**src/rtl/instr_issue_queue.sv**
```systemverilog
// Out-of-order issue queue: collapsing slot array with wakeup tracking and oldest-ready select.
// Optional IQ_WAKEUP_BYPASS_EN: same-cycle wakeups feed select directly.
package instr_issue_queue_pkg;

  typedef struct packed {
    logic [31:0] pc;
    logic [5:0]  opcode;
    logic [5:0]  rd_phys;
    logic [5:0]  rs_phys;
    logic [5:0]  rt_phys;
    logic        uses_rs;
    logic        uses_rt;
    logic        is_mem_access;
    logic        is_branch;
    logic        ready;
    logic [31:0] count;
  } Instr_Queue_Entry_t;

endpackage

module instr_issue_queue
  import instr_issue_queue_pkg::*;
#(
  parameter int DEPTH        = 8,
  parameter int WAKEUP_PORTS = 2
) (
  input  logic                         i_clk,
  input  logic                         i_rst,
  input  logic                         i_flush,
  input  logic                         i_enq_valid,
  output logic                         o_enq_ready,
  input  Instr_Queue_Entry_t           i_enq_entry,
  input  logic                         i_enq_rs_ready,
  input  logic                         i_enq_rt_ready,
  input  logic [WAKEUP_PORTS-1:0]      i_wb_valid,
  input  logic [WAKEUP_PORTS*6-1:0]    i_wb_reg,
  output logic                         o_issue_valid,
  input  logic                         i_issue_ready,
  output Instr_Queue_Entry_t           o_issue_entry,
  output logic [$clog2(DEPTH+1)-1:0]   o_occupancy
);

  localparam int IDX_W = $clog2(DEPTH);
  localparam int OCC_W = $clog2(DEPTH + 1);
  localparam logic [OCC_W-1:0] FULL_OCC = OCC_W'(DEPTH);

  function automatic logic wake_hit(
    input logic [WAKEUP_PORTS-1:0]   valid,
    input logic [WAKEUP_PORTS*6-1:0] regs,
    input logic [5:0]                tag
  );
    logic hit;
    hit = 1'b0;
    for (int p = 0; p < WAKEUP_PORTS; p++) begin
      hit = hit | (valid[p] & (regs[p*6 +: 6] == tag));
    end
    return hit;
  endfunction

  logic [DEPTH-1:0]   r_valid;
  logic [DEPTH-1:0]   r_rs_rdy;
  logic [DEPTH-1:0]   r_rt_rdy;
  Instr_Queue_Entry_t r_entry [DEPTH];
  logic [31:0]        r_cnt   [DEPTH];
  logic [OCC_W-1:0]   r_occ;

  logic [DEPTH-1:0]   w_rs_wake;
  logic [DEPTH-1:0]   w_rt_wake;
  logic [DEPTH-1:0]   w_rs_eff;
  logic [DEPTH-1:0]   w_rt_eff;
  logic [DEPTH-1:0]   w_slot_rdy;
  logic               w_found;
  logic               w_mem_older;
  logic [IDX_W-1:0]   w_sel_idx;
  logic               w_issue_fire;
  logic               w_enq_ready;
  logic               w_enq_fire;
  logic [IDX_W-1:0]   w_enq_idx;
  logic               w_enq_rs_rdy;
  logic               w_enq_rt_rdy;

  logic [DEPTH-1:0]   w_nxt_valid;
  logic [DEPTH-1:0]   w_nxt_rs_rdy;
  logic [DEPTH-1:0]   w_nxt_rt_rdy;
  Instr_Queue_Entry_t w_nxt_entry [DEPTH];
  logic [31:0]        w_nxt_cnt   [DEPTH];
  logic [OCC_W-1:0]   w_nxt_occ;

  // Per-slot wakeup detection and the readiness seen by select.
  always_comb begin
    w_rs_wake  = '0;
    w_rt_wake  = '0;
    w_rs_eff   = '0;
    w_rt_eff   = '0;
    w_slot_rdy = '0;
    for (int i = 0; i < DEPTH; i++) begin
      w_rs_wake[i] = wake_hit(i_wb_valid, i_wb_reg, r_entry[i].rs_phys);
      w_rt_wake[i] = wake_hit(i_wb_valid, i_wb_reg, r_entry[i].rt_phys);
`ifdef IQ_WAKEUP_BYPASS_EN
      w_rs_eff[i] = r_rs_rdy[i] | w_rs_wake[i];
      w_rt_eff[i] = r_rt_rdy[i] | w_rt_wake[i];
`else
      w_rs_eff[i] = r_rs_rdy[i];
      w_rt_eff[i] = r_rt_rdy[i];
`endif
      w_slot_rdy[i] = r_valid[i]
                    & (~r_entry[i].uses_rs | w_rs_eff[i])
                    & (~r_entry[i].uses_rt | w_rt_eff[i]);
    end
  end

  // Oldest-ready select; memory ops may not pass an older memory op.
  always_comb begin
    w_found     = 1'b0;
    w_mem_older = 1'b0;
    w_sel_idx   = '0;
    for (int i = 0; i < DEPTH; i++) begin
      if (!w_found && w_slot_rdy[i] && !(r_entry[i].is_mem_access && w_mem_older)) begin
        w_found   = 1'b1;
        w_sel_idx = IDX_W'(i);
      end else begin
        w_found   = w_found;
      end
      w_mem_older = w_mem_older | (r_valid[i] & r_entry[i].is_mem_access);
    end
  end

  assign w_issue_fire = w_found & i_issue_ready;
  assign w_enq_ready  = (r_occ < FULL_OCC);
  assign w_enq_fire   = i_enq_valid & w_enq_ready;
  assign w_enq_idx    = w_issue_fire ? IDX_W'(r_occ - OCC_W'(1)) : IDX_W'(r_occ);
  assign w_enq_rs_rdy = i_enq_rs_ready | (i_enq_entry.rs_phys == 6'd0)
                      | wake_hit(i_wb_valid, i_wb_reg, i_enq_entry.rs_phys);
  assign w_enq_rt_rdy = i_enq_rt_ready | (i_enq_entry.rt_phys == 6'd0)
                      | wake_hit(i_wb_valid, i_wb_reg, i_enq_entry.rt_phys);

  // Collapse above the issued slot, apply wakeups, age counters, then insert.
  always_comb begin
    int src;
    src          = 0;
    w_nxt_valid  = '0;
    w_nxt_rs_rdy = '0;
    w_nxt_rt_rdy = '0;
    for (int j = 0; j < DEPTH; j++) begin
      w_nxt_entry[j] = r_entry[j];
      w_nxt_cnt[j]   = 32'd0;
    end
    for (int j = 0; j < DEPTH; j++) begin
      src = (w_issue_fire && (j >= int'(w_sel_idx))) ? j + 1 : j;
      if (src < DEPTH) begin
        w_nxt_valid[j]  = r_valid[src];
        w_nxt_entry[j]  = r_entry[src];
        w_nxt_rs_rdy[j] = r_rs_rdy[src] | w_rs_wake[src];
        w_nxt_rt_rdy[j] = r_rt_rdy[src] | w_rt_wake[src];
        w_nxt_cnt[j]    = (r_cnt[src] == 32'hFFFF_FFFF) ? r_cnt[src] : r_cnt[src] + 32'd1;
      end else begin
        w_nxt_valid[j]  = 1'b0;
      end
    end
    if (w_enq_fire) begin
      w_nxt_valid[w_enq_idx]  = 1'b1;
      w_nxt_entry[w_enq_idx]  = i_enq_entry;
      w_nxt_rs_rdy[w_enq_idx] = w_enq_rs_rdy;
      w_nxt_rt_rdy[w_enq_idx] = w_enq_rt_rdy;
      w_nxt_cnt[w_enq_idx]    = 32'd0;
    end else begin
      w_nxt_valid = w_nxt_valid;
    end
    case ({w_enq_fire, w_issue_fire})
      2'b10:   w_nxt_occ = r_occ + OCC_W'(1);
      2'b01:   w_nxt_occ = r_occ - OCC_W'(1);
      default: w_nxt_occ = r_occ;
    endcase
  end

  // Slot state; flush squashes exactly like reset.
  always_ff @(posedge i_clk) begin
    if (i_rst || i_flush) begin
      r_valid  <= '0;
      r_rs_rdy <= '0;
      r_rt_rdy <= '0;
      r_occ    <= '0;
      for (int j = 0; j < DEPTH; j++) begin
        r_cnt[j] <= 32'd0;
      end
    end else begin
      r_valid  <= w_nxt_valid;
      r_rs_rdy <= w_nxt_rs_rdy;
      r_rt_rdy <= w_nxt_rt_rdy;
      r_occ    <= w_nxt_occ;
      for (int j = 0; j < DEPTH; j++) begin
        r_entry[j] <= w_nxt_entry[j];
        r_cnt[j]   <= w_nxt_cnt[j];
      end
    end
  end

  // Present the selected slot with its accumulated wait count.
  always_comb begin
    o_issue_entry       = r_entry[w_sel_idx];
    o_issue_entry.ready = 1'b1;
    o_issue_entry.count = r_cnt[w_sel_idx];
  end

  assign o_issue_valid = w_found;
  assign o_enq_ready   = w_enq_ready;
  assign o_occupancy   = r_occ;

endmodule

```
**config.mk**
```make
export PLATFORM = sky130hd
export DESIGN_NAME = instr_issue_queue
export DESIGN_NICKNAME = d
export VERILOG_FILES = /design/src/rtl/instr_issue_queue.sv
export SDC_FILE = /design/constraint.sdc
export NUM_CORES = 2
export LEC_CHECK = 0
export BUFFER_PORTS_ARGS = -buffer_cell sky130_fd_sc_hd__buf_4
export CAP_MARGIN = 20
export CORE_UTILIZATION = 45
export DETAILED_ROUTE_END_ITERATION = 10
export GPL_TIMING_DRIVEN = 0
export SLEW_MARGIN = 15
export SYNTH_ARGS = -nofsm -noshare
export SYNTH_HDL_FRONTEND = slang
export SYNTH_SLANG_ARGS = --single-unit
```
**constraint.sdc**
```tcl
create_clock -name i_clk -period 53.4 [get_ports i_clk]
set_clock_uncertainty 0.2 [all_clocks]
set_input_delay 8.01 -clock i_clk [delete_from_list [all_inputs] [get_ports i_clk]]
set_output_delay 8.01 -clock i_clk [all_outputs]
set_load 0.01 [all_outputs]
```
### Word-level counts from Yosys, hierarchy flattened

Memory sizes are Yosys's and may differ from the RTL's.
Index checks and enable logic that the tools add are counted.

| storage, ports and cells | value |
|---|---|
| register bits after elaboration | 28 |
| RAM bits | 1000 |
| memories | 2 |

Memory list:

| name | words | bits a word | read ports | clocked after memory_dff | write ports | line | RTL |
|---|---|---|---|---|---|---|---|
| r_entry | 8 | 93 | 17 | 0 | 8 | 63 | `Instr_Queue_Entry_t r_entry [DEPTH];` |
| r_cnt | 8 | 32 | 9 | 0 | 8 | 64 | `logic [31:0] r_cnt [DEPTH];` |

| operators by class | value |
|---|---|
| add/sub/neg operators | 10 |
| order comparisons | 28 |
| eq/ne operators | 46 |
| muxes and demuxes | 218 |
| bitwise logic cells | 149 |
| reductions and logical operators | 48 |

Operators by type and width:

| cell | count |
|---|---|
| two-way mux 93 bit | 9 |
| two-way mux 32 bit | 25 |
| bitwise mux 744 bit | 1 |
| two-way mux 744 bit | 1 |
| demux 93 bit (select 3 bit) | 1 |
| adder 32 x 1 -> 32 bit, second input constant | 8 |
| AND 256 bit | 1 |
| equality test 32 bit, second input constant | 8 |
| two-way mux 256 bit | 1 |
| NOT 256 bit | 1 |
| equality test 6 bit | 36 |
| two-way mux 1 bit | 121 |
| binary-select mux 1 bit (select 3 bit) | 40 |
| demux 32 bit (select 3 bit) | 1 |
| bitwise OR 1 bit | 68 |
| AND 1 bit | 61 |
| less-than comparator 3 x 4 -> 1 bit, second input constant | 9 |
| logical AND 1 bit | 30 |
| two-way mux 3 bit | 8 |
| two-way mux 8 bit | 3 |
| bitwise mux 8 bit | 2 |
| less-than comparator 2 x 4 -> 1 bit, second input constant | 4 |
| NOT 1 bit | 16 |
| zero test 1 bit | 14 |
| other kinds (21) | 30 |

### Depth between registers and ports, before layout

An unclocked memory read counts as a cell.

| logic depth | value |
|---|---|
| word-level depth | 45 |
| mapped depth | 21 |

### Worst setup path after synthesis

OpenSTA, ideal clock, no wires.

| timing path | value |
|---|---|
| path kind | input -> register |
| from | input port i_flush |
| to | memory r_cnt[3][28] |
| library setup time | 86 ps |
| arrival | 25076 ps |
| required time | 53114 ps |
| setup slack | 28039 ps |
| cell stages on the path | 7 |
| cells stage by stage | or2_2 -> clkbuf_1 -> inv_1 -> clkbuf_1 -> nand2_1 -> buf_2 -> a211oi_1 |

RTL lines:

| element | line | RTL |
|---|---|---|
| from (decl) | 29 | `input logic i_flush,` |
| to (decl) | 64 |  |

==> impl_metrics.json <==
{
  "internal_power_mw": 1.08,
  "cp_top_family": "buffers and inverters",
  "async_reset_ff_frac": 0,
  "start_util": 0.453,
  "worst-path-max-fanout": 10,
  "hold_path_startpoint": "r_valid[7]",
  "fmax_mhz": 70.6,
  "post_cts_buffers": 0,
  "syn_area_mm2": 0.0510,
  "setup_viol": 0,
  "final_max_slew_viol_count": 0,
  "cts_resized": 0,
  "post-route-drc-count": 2,
  "end_kind": "output pin",
  "status": "finished with violations",
  "grt_usage": 0.382,
  "grt_pass1_wl_um": 324000,
  "synth_top_flop_cell": "edfxtp_1",
  "dieArea_mm2": 0.115,
  "reg2reg_slack_ns": 46.02,
  "ant_nets": 0,
  "worstPathRequired_ns": 45.19,
  "hold_end": "r_valid[7]",
  "min_period_ns": 14.16,
  "critPathArrivalTime_ns": 5.95,
  "io_pins": 213,
  "die_w_um": 339,
  "worstSkewPairLatency_ns": 0.71,
  "synth_edf_count": 480,
  "port_buffers": 116,
  "critPathKind": "reg -> out",
  "r2r-start": "r_entry[0][34]",
  "p_comb_frac": 0.088,
  "synth.lib_cells_used.distinct": 83,
  "path_buf_inv": 4,
  "core_area_mm2": 0.112,
  "startpoint_type": "flip-flop",
  "p_sw_frac": 0.264,
  "drive_gt1_frac": 0.130,
  "post_drt_wl_per_cell_um": 30.7,
  "path_cells": "a222oi_1, clkbuf_2, a31oi_1, o2bb2ai_4, nor2_1, o311ai_0, clkbuf_2, clkbuf_1, mux2_2, buf_4",
  "seqPwrFrac": 0.458,
  "num-nets-final": 5897,
  "synth-seq-cells": 764,
  "relSlewSlack": 0.181,
  "tns_ns": 0,
  "numCtsBuffers": 92,
  "drv_cap": 0,
  "grt-ovfl-total": 0,
  "cts_htree_levels": 3,
  "syn-num-nets": 5668,
  "yosysTopAreaCellShare": 0.283,
  "fin_crit_sh": 0.265,
  "hold_viol_final": 0,
  "p_switching_uw": 387,
  "die-height_um": 339,
  "final_cell_area_mm2": 0.0572,
  "fin_util": 0.509,
  "ys_seq_area_frac": 0.394,
  "p_leak_nw": 19.4,
  "yosys.area.top_type": "edfxtp_1",
  "path_common_cell": "clkbuf_2",
  "tritoncts": "built",
  "whs_path_depth": 2,
  "reg2reg_depth": 20,
  "fillers": 10629,
  "total_power_mw": 1.47,
  "hold_class": "reg -> reg",
  "power_density_mw_per_mm2": 25.7,
  "drt_wl_total_um": 226000,
  "failed_checks": "design-rule violations",
  "grt_max_degree": 56,
  "avgViaCountPerCell": 6.59,
  "fin_hold_ws_ns": 0.314,
  "postSynthCellCount": 5543,
  "clk_pin_slew_worst_paths_ns": 0.06,
  "holdBufCountCts": 0,
  "vias": 48459,
  "tightest_slew_ns": 1.22,
  "synth_area_per_cell_um2": 9.20,
  "p_clk_frac": 0.454,
  "clock-sinks": 764,
  "drt_iter0_drc": 7570,
  "critPathSlowestCell": "o311ai_0",
  "yosysWarningCount": 0,
  "syn_to_final_growth_pct": 12.2,
  "first_global_vias": 45720,
  "placed_area_mm2": 0.0541,
  "worst_r2r_endpoint": "r_cnt[6][27]",
  "antenna_found_initial": 16,
  "gp_congestion": 1.04,
  "dp_hpwl_um": 161000,
  "slowest_delay_ns": 0.95,
  "rows": 123,
  "clock-root-buffer": "clkbuf_16",
  "vdd_drop_max_uv": 28.0,
  "first_pass_iters": 9,
  "clk_path_buf_depth": 3,
  "synth.area.top_cells": "edfxtp_1, dfxtp_1, mux4_2, mux2i_1, nand2_1",
  "rsz0062_at_grt": "false"
}
-- worst max path at each step --
| stage | startpoint | endpoint | slack, ns | cells after the start |
|---|---|---|---|---|
| 3_3_place_gp | i_flush | r_cnt[5][1] | 15.73 | 8 |
| 6_report | r_entry[0][34] | o_issue_entry[30] | 39.24 | 10 |
| 4_1_cts | r_entry[0][34] | o_issue_entry[31] | 39.12 | 9 |
| 5_1_grt | r_entry[0][34] | o_issue_entry[25] | 39.16 | 11 |
| 3_5_place_dp | i_issue_ready | r_cnt[2][26] | 39.81 | 16 |
| 2_1_floorplan | i_flush | r_cnt[3][28] | 28.04 | 7 |
-- cell usage after synthesis (37+ instances only) --
cell and number:
nand4_1 118, dfxtp_1 284, edfxtp_1 480, inv_1 49, buf_2 78, xnor2_1 227
nand3_1 187, a21oi_1 89, a31oi_1 274, a211oi_1 51, mux2i_1 378, mux4_2 184
nand2_1 995, buf_1 37, nor4_1 73, clkbuf_1 346, nor2_1 609, xor2_1 208
nor3_1 109, and3_1 52, mux2_2 184, o21ai_0 250
-- layer usage --
layer  part of all wire  GRT usage  vias to the layer above
met4              0.068      0.227                       14
met5            0.00040          0                        -
met1               0.38      0.498                    23538
met3               0.12     0.0974                      768
met2               0.43      0.572                     3579
li1                   -          -                    20560
-- sequential cells by signal, summed over array words and instances (netlist names) --
register and cells:
o_occupancy 4, r_valid 8, r_rs_rdy 8, r_rt_rdy 8, r_cnt 256, r_entry 480
-- power by group through the flow --
stage	logic, mW	clock network [mW]	registers [mW]
4_1_cts	0.127	0.667	0.672
3_5_place_dp	0.126	0	0.684
6_report	0.130	0.667	0.673
2_1_floorplan	0.0833	0	0.685
5_1_grt	0.138	0.691	0.674
3_3_place_gp	0.122	0	0.700
-- cell type report --
cell class,count,area (um2),share of cell area
clock inverters,51,571,0.00997
inverters,49,184,0.00321
multi-input cells,4263,28900,0.504
clock buffers,121,2520,0.0441
flip-flops and latches,764,20100,0.351
repair buffers,135,1230,0.0215
well taps,1500,1880,0.0328
diodes,6,15.0,0.000262
plain buffers,467,1880,0.0329
-- layout by cell type (no fill, tap or decap), types with 184 or more instances in the layout --
cell type and n:
a31oi_1 274, clkbuf_1 360, dfxtp_1 284, edfxtp_1 480, mux2_2 184, mux2i_1 378, mux4_2 184, nand2_1 995
nand3_1 187, nor2_1 609, o21ai_0 250, xnor2_1 227, xor2_1 208
-- worst reg2reg max path, stage by stage, from the launching register on --
cell,delay (ns)
edfxtp_1,0.48
a22oi_1,0.15
o2111ai_1,0.53
nand4_1,0.71
o31ai_1,1.00
buf_2,0.40
buf_2,0.30
clkbuf_1,0.76
nand2_1,0.11
nand2_1,0.17
ha_1,0.35
nand3_1,0.13
nor4_1,0.39
nand3_1,0.21
nand4_1,0.23
mux2_2,0.27
or3_1,0.14
clkbuf_1,0.36
a211oi_1,0.13
xor2_1,0.17
nor2_1,0.06
-- logic make-up after synthesis --
family          after synthesis  synth area share
simple gates               2278             0.196
flops                       764             0.394
mux                         749             0.197
other cells                   1         0.0000735
fa+ha+maj                    11           0.00270
xor+xnor                    435            0.0747
compound gates              789            0.0958
buf+inv                     516            0.0403
-- per-stage QoR --
step	setup WS, ns	std cells
3_3_place_gp	15.73	7159
4_1_cts	39.12	7347
5_1_grt	39.16	7352
6_report	39.24	7356
2_1_floorplan	28.04	5543
3_5_place_dp	39.81	7175
Power figures use the tool's default switching activity.
